**src/rtl/usr_pkg.sv**
```systemverilog
// Shared encodings for the universal shift register: mode, burst direction and FSM state.
package usr_pkg;

  typedef enum logic [2:0] {
    ModeHold  = 3'b000,
    ModeLoad  = 3'b001,
    ModeShl   = 3'b010,
    ModeShr   = 3'b011,
    ModeRotl  = 3'b100,
    ModeRotr  = 3'b101,
    ModeAshr  = 3'b110,
    ModeClear = 3'b111
  } mode_e;

  typedef enum logic [1:0] {
    DirShl  = 2'b00,
    DirShr  = 2'b01,
    DirRotl = 2'b10,
    DirRotr = 2'b11
  } dir_e;

  typedef enum logic [1:0] {
    StIdle  = 2'b00,
    StShift = 2'b01,
    StDone  = 2'b10
  } state_e;

  function automatic mode_e dir_to_mode(dir_e d);
    unique case (d)
      DirShl:  return ModeShl;
      DirShr:  return ModeShr;
      DirRotl: return ModeRotl;
      default: return ModeRotr;
    endcase
  endfunction

  // Modes that move bits and therefore redefine which end ser_out watches.
  function automatic logic is_shift_mode(mode_e m);
    return (m == ModeShl) || (m == ModeShr) || (m == ModeRotl) || (m == ModeRotr) ||
           (m == ModeAshr);
  endfunction

  function automatic logic is_left_mode(mode_e m);
    return (m == ModeShl) || (m == ModeRotl);
  endfunction

endpackage

```
**src/rtl/usr_shift_unit.sv**
```systemverilog
// Combinational next-value datapath: load, clear, shifts and rotates of the register contents.
module usr_shift_unit
  import usr_pkg::*;
#(
  parameter int unsigned WIDTH = 8
) (
  input  logic [WIDTH-1:0] cur,
  input  mode_e            op,
  input  logic             fill,
  input  logic [WIDTH-1:0] data,
  output logic [WIDTH-1:0] nxt
);

  always_comb begin
    nxt = cur;
    unique case (op)
      ModeHold:  nxt = cur;
      ModeLoad:  nxt = data;
      ModeShl:   nxt = {cur[WIDTH-2:0], fill};
      ModeShr:   nxt = {fill, cur[WIDTH-1:1]};
      ModeRotl:  nxt = {cur[WIDTH-2:0], cur[WIDTH-1]};
      ModeRotr:  nxt = {cur[0], cur[WIDTH-1:1]};
      ModeAshr:  nxt = {cur[WIDTH-1], cur[WIDTH-1:1]};
      ModeClear: nxt = '0;
      default:   nxt = cur;
    endcase
  end

endmodule

```
**src/rtl/universal_shift_reg.sv**
```systemverilog
// Universal shift register with single-cycle modes and a counted burst shift/rotate engine.
module universal_shift_reg
  import usr_pkg::*;
#(
  parameter int unsigned          WIDTH   = 8,
  parameter logic [WIDTH-1:0]     RST_VAL = '0,
  localparam int unsigned         CNTW    = $clog2(WIDTH + 1)
) (
  input  logic             clk,
  input  logic             rstn,
  input  logic             en,
  input  logic [2:0]       mode,
  input  logic [WIDTH-1:0] data,
  input  logic             ser_in,
  input  logic             start,
  input  logic [1:0]       dir,
  input  logic [CNTW-1:0]  count,
  output logic [WIDTH-1:0] q,
  output logic             ser_out,
  output logic             busy,
  output logic             done,
  output logic             zero
);

  state_e           state_q;
  dir_e             dir_q;
  logic [CNTW-1:0]  rem_q;
  logic [WIDTH-1:0] q_q;
  logic             left_q;
  logic             done_q;

  mode_e            op;
  logic             fill;
  logic [WIDTH-1:0] nxt;
  logic [CNTW-1:0]  count_clamped;
  mode_e            mode_in;

  assign mode_in       = mode_e'(mode);
  assign count_clamped = (count > CNTW'(WIDTH)) ? CNTW'(WIDTH) : count;

  // Burst steps fill with zero; single-cycle shifts use ser_in.
  always_comb begin
    op   = ModeHold;
    fill = ser_in;
    if (state_q == StShift && rem_q != '0) begin
      op   = dir_to_mode(dir_q);
      fill = 1'b0;
    end else if (state_q == StIdle && !start) begin
      op = mode_in;
    end
  end

  usr_shift_unit #(
    .WIDTH (WIDTH)
  ) u_shift_unit (
    .cur  (q_q),
    .op   (op),
    .fill (fill),
    .data (data),
    .nxt  (nxt)
  );

  always_ff @(posedge clk or negedge rstn) begin
    if (!rstn) begin
      state_q <= StIdle;
      dir_q   <= DirShl;
      rem_q   <= '0;
      q_q     <= RST_VAL;
      left_q  <= 1'b1;
      done_q  <= 1'b0;
    end else if (en) begin
      unique case (state_q)
        StIdle: begin
          if (start) begin
            dir_q   <= dir_e'(dir);
            rem_q   <= count_clamped;
            left_q  <= is_left_mode(dir_to_mode(dir_e'(dir)));
            state_q <= StShift;
          end else begin
            q_q <= nxt;
            if (is_shift_mode(mode_in)) begin
              left_q <= is_left_mode(mode_in);
            end
          end
        end
        StShift: begin
          if (rem_q == '0) begin
            state_q <= StDone;
            done_q  <= 1'b1;
          end else begin
            q_q   <= nxt;
            rem_q <= rem_q - CNTW'(1);
          end
        end
        StDone: begin
          done_q  <= 1'b0;
          state_q <= StIdle;
        end
        default: begin
          done_q  <= 1'b0;
          state_q <= StIdle;
        end
      endcase
    end
  end

  assign q       = q_q;
  assign ser_out = left_q ? q_q[WIDTH-1] : q_q[0];
  assign busy    = (state_q != StIdle);
  assign done    = done_q;
  assign zero    = (q_q == '0);

endmodule
```
**config.mk**
```make
export PLATFORM = sky130hd
export DESIGN_NAME = universal_shift_reg
export DESIGN_NICKNAME = d
export VERILOG_FILES = /design/src/rtl/usr_pkg.sv /design/src/rtl/usr_shift_unit.sv /design/src/rtl/universal_shift_reg.sv
export SDC_FILE = /design/constraint.sdc
export NUM_CORES = 1
export LEC_CHECK = 0
export ABC_AREA = 1
export CAP_MARGIN = 20
export CORE_MARGIN = 2
export CORE_UTILIZATION = 52
export DETAILED_ROUTE_END_ITERATION = 12
export GPL_ROUTABILITY_DRIVEN = 0
export PLACE_DENSITY = 0.84
export RECOVER_POWER = 50
export REMOVE_ABC_BUFFERS = 1
export SYNTH_ARGS = -nofsm -noshare
export SYNTH_HDL_FRONTEND = slang
export SYNTH_SLANG_ARGS = --single-unit
```
**constraint.sdc**
```tcl
create_clock -name clk -period 5.3 [get_ports clk]
set_clock_uncertainty 0.1 [all_clocks]
set_input_delay 0.53 -clock clk [delete_from_list [all_inputs] [get_ports clk]]
set_output_delay 0.53 -clock clk [all_outputs]
set_load 0.1 [all_outputs]
```
==> impl_metrics.toml <==
[global_routing]
antenna_found_initial = 0
grt-ovfl-total = 0
grt_start_max_net_pins = 19
grtUsageTotal = 0.245
grt_pass1_vias = 1191
grt_pass1_wl_mm = 5.07

[floorplanning]
dieWidth_microns = 53.4
io_pins = 34
rows = 17
fp.dieH_microns = 53.4
die-area_sq_um = 2850
start_util = 0.563
core_area_sq_um = 2250

[sta]
layout_min_cycle_time_ps = 2920
hold_viol_final = 0
rsz0062_at_grt = "false"
fin_tns_setup_ps = 0
tightest_slew_ps = 979
slew_headroom = 0.345
fmax_mhz = 342
worst_slack_ps = 2380
period_share = 0.551
setup_viol = 0
holdWs_ps = 427
maxSlewViolCount = 0

[synthesis]
synth-seq-cells = 18
ys_warn_count = 0
syn_area_sq_um = 1270
synth_cell_types = 29
avgSynthCellArea_sq_um = 7.30
yosysSeqAreaShare = 0.356
netlist_instances = 174

[worst_setup_path]
crit_chain = "nor4_1, and2_1, clkdlybuf4s50_1"
start_kind = "flip-flop"
slowest_stage = "clkdlybuf4s50_1"
crit_arrival_ps = 2290
critPathMaxStageDelay_ps = 1130
path_delay_family = "buffers and inverters"
cp.buffers_inverters = 1
worstPathRequired_ps = 4670
crit_type = "reg2out"
r2r_slack_ps = 3170
critPathLaunch = "q[1]"
endpoint_kind = "primary output"
critPathMaxFanout = 5
r2r_start = "rem_q[0]"

[layout]
design_area_sq_um = 1650
areaGrowthSynthToFinish_pct = 29.7
antenna_cells = 0
fin_nets = 233
final_common_cell = "nand2_1"
final_cell_mix = "51 x nand2_1, 30 x clkdlybuf4s50_1, 20 x nand3_1"
fill_cells = 191
drive_above_1_share = 0.134

[place]
dp_hpwl_mm = 2.33
port_buffers = 33
post_dp_cell_area_sq_um = 1610
post-place-ws_ps = 2700

[status]
status = "complete, no violations"

[drt]
via_per_inst = 5.31
drt_wl_total_mm = 3.07
drc = 0
drtIter0Drc = 30
drtAntennaViolNets = 0
routedWlPerCell_microns = 12.9
dr_total_vias = 1258
dr.pass1.iters = 4

[min_path]
min_from = "dir_q[0]"
hold_path.class = "reg2reg"

[clock_tree]
cts_sinks = 18
tritoncts = "done"
cts-root-buf = "clkbuf_4"
post_cts_resized = 0
clk_latency_ps = 290
clockBufferDepth = 2
cts_setup_buffers = 0
htree_levels = 1
cts_buffers = 3
clkTransAtPathRegs_ps = 110
cts.hold.buffers_added = 0

[flow_run]
max_cap_viol_count = 0
==> worst register-to-register path, stage by stage, from the launching register on <==
cell	delay, ps
dfrtp_1	390
inv_1	90
ha_1	200
nand2_1	120
nand2_1	220
nand2_2	110
nand2_4	130
nand2_8	110
o21ai_4	360
nor2_1	80
nand2_1	80
nand2_1	50
==> metrics by stage <==
step | cells | util
finish | 237 | 0.730
global route | 237 | 0.730
CTS | 237 | 0.731
detailed placement | 233 | 0.715
global placement | 233 | 0.715
floorplan | 172 | -
==> kinds of logic after synthesis <==
family,count (synthesis),synth area share
fa+ha+maj,1,0.00985
compound gates,19,0.0936
mux,3,0.0266
xor+xnor,2,0.0138
buf+inv,19,0.0680
simple gates,112,0.433
flops,18,0.356
==> cells in the mapped netlist <==
cell | count | area share
nand2_1 | 50 | 0.15
nand2_4 | 2 | 0.018
o21a_1 | 1 | 0.0059
nor3_1 | 1 | 0.0039
nand4_1 | 1 | 0.0049
nand2_8 | 1 | 0.016
dfstp_2 | 1 | 0.021
nand3_1 | 20 | 0.079
a21oi_2 | 1 | 0.0069
inv_1 | 15 | 0.044
mux2_2 | 3 | 0.027
buf_6 | 2 | 0.018
o21ai_4 | 1 | 0.013
o211ai_1 | 2 | 0.012
a21oi_1 | 2 | 0.0079
ha_1 | 1 | 0.0099
nand2_2 | 6 | 0.030
inv_2 | 2 | 0.0059
nand3b_1 | 1 | 0.0059
dfrtp_1 | 17 | 0.33
nor4_1 | 2 | 0.0099
o22ai_1 | 1 | 0.0049
nand3_2 | 2 | 0.016
and2_1 | 1 | 0.0049
xnor2_1 | 2 | 0.014
o21ai_0 | 11 | 0.043
nor2_4 | 3 | 0.027
nor2_1 | 19 | 0.056
nor2_2 | 3 | 0.015
==> final cells by class <==
class / count / area, sq um / share of cell area
clock buffers: 4 / 36.3 / 0.0220
inverters: 17 / 63.8 / 0.0388
multi-input cells: 137 / 729 / 0.443
flip-flops and latches: 18 / 452 / 0.274
well taps: 28 / 35.0 / 0.0213
repair buffers: 33 / 330 / 0.201
==> sequential cells by signal (all words and copies together), names as in the netlist <==
register and cells:
dir_q 2, done 1, left_q 1, q 8
rem_q 4, state_q 2
==> routing by layer <==
| layer | routed length, microns | vias to the layer above | part of all wire | track usage |
|---|---|---|---|---|
| li1 | - | 634 | - | - |
| met3 | 125 | 2 | 0.041 | 0.0169 |
| met4 | 25 | 0 | 0.0081 | 0.0812 |
| met1 | 1400 | 591 | 0.46 | 0.309 |
| met5 | 0 | - | 0 | 0 |
| met2 | 1520 | 31 | 0.50 | 0.436 |
==> worst paths after layout <==
path	endpoint	cells past startpoint
max in group asynchronous	done	1
min in group asynchronous	q[3]	1
setup / recovery	zero	3
hold reg to reg	dir_q[0]	1
setup reg to reg	q[3]	11
hold / removal	dir_q[0]	1
Power is not shown: default switching activity piles up to over one toggle a cycle in this logic, so the estimate is an artifact.
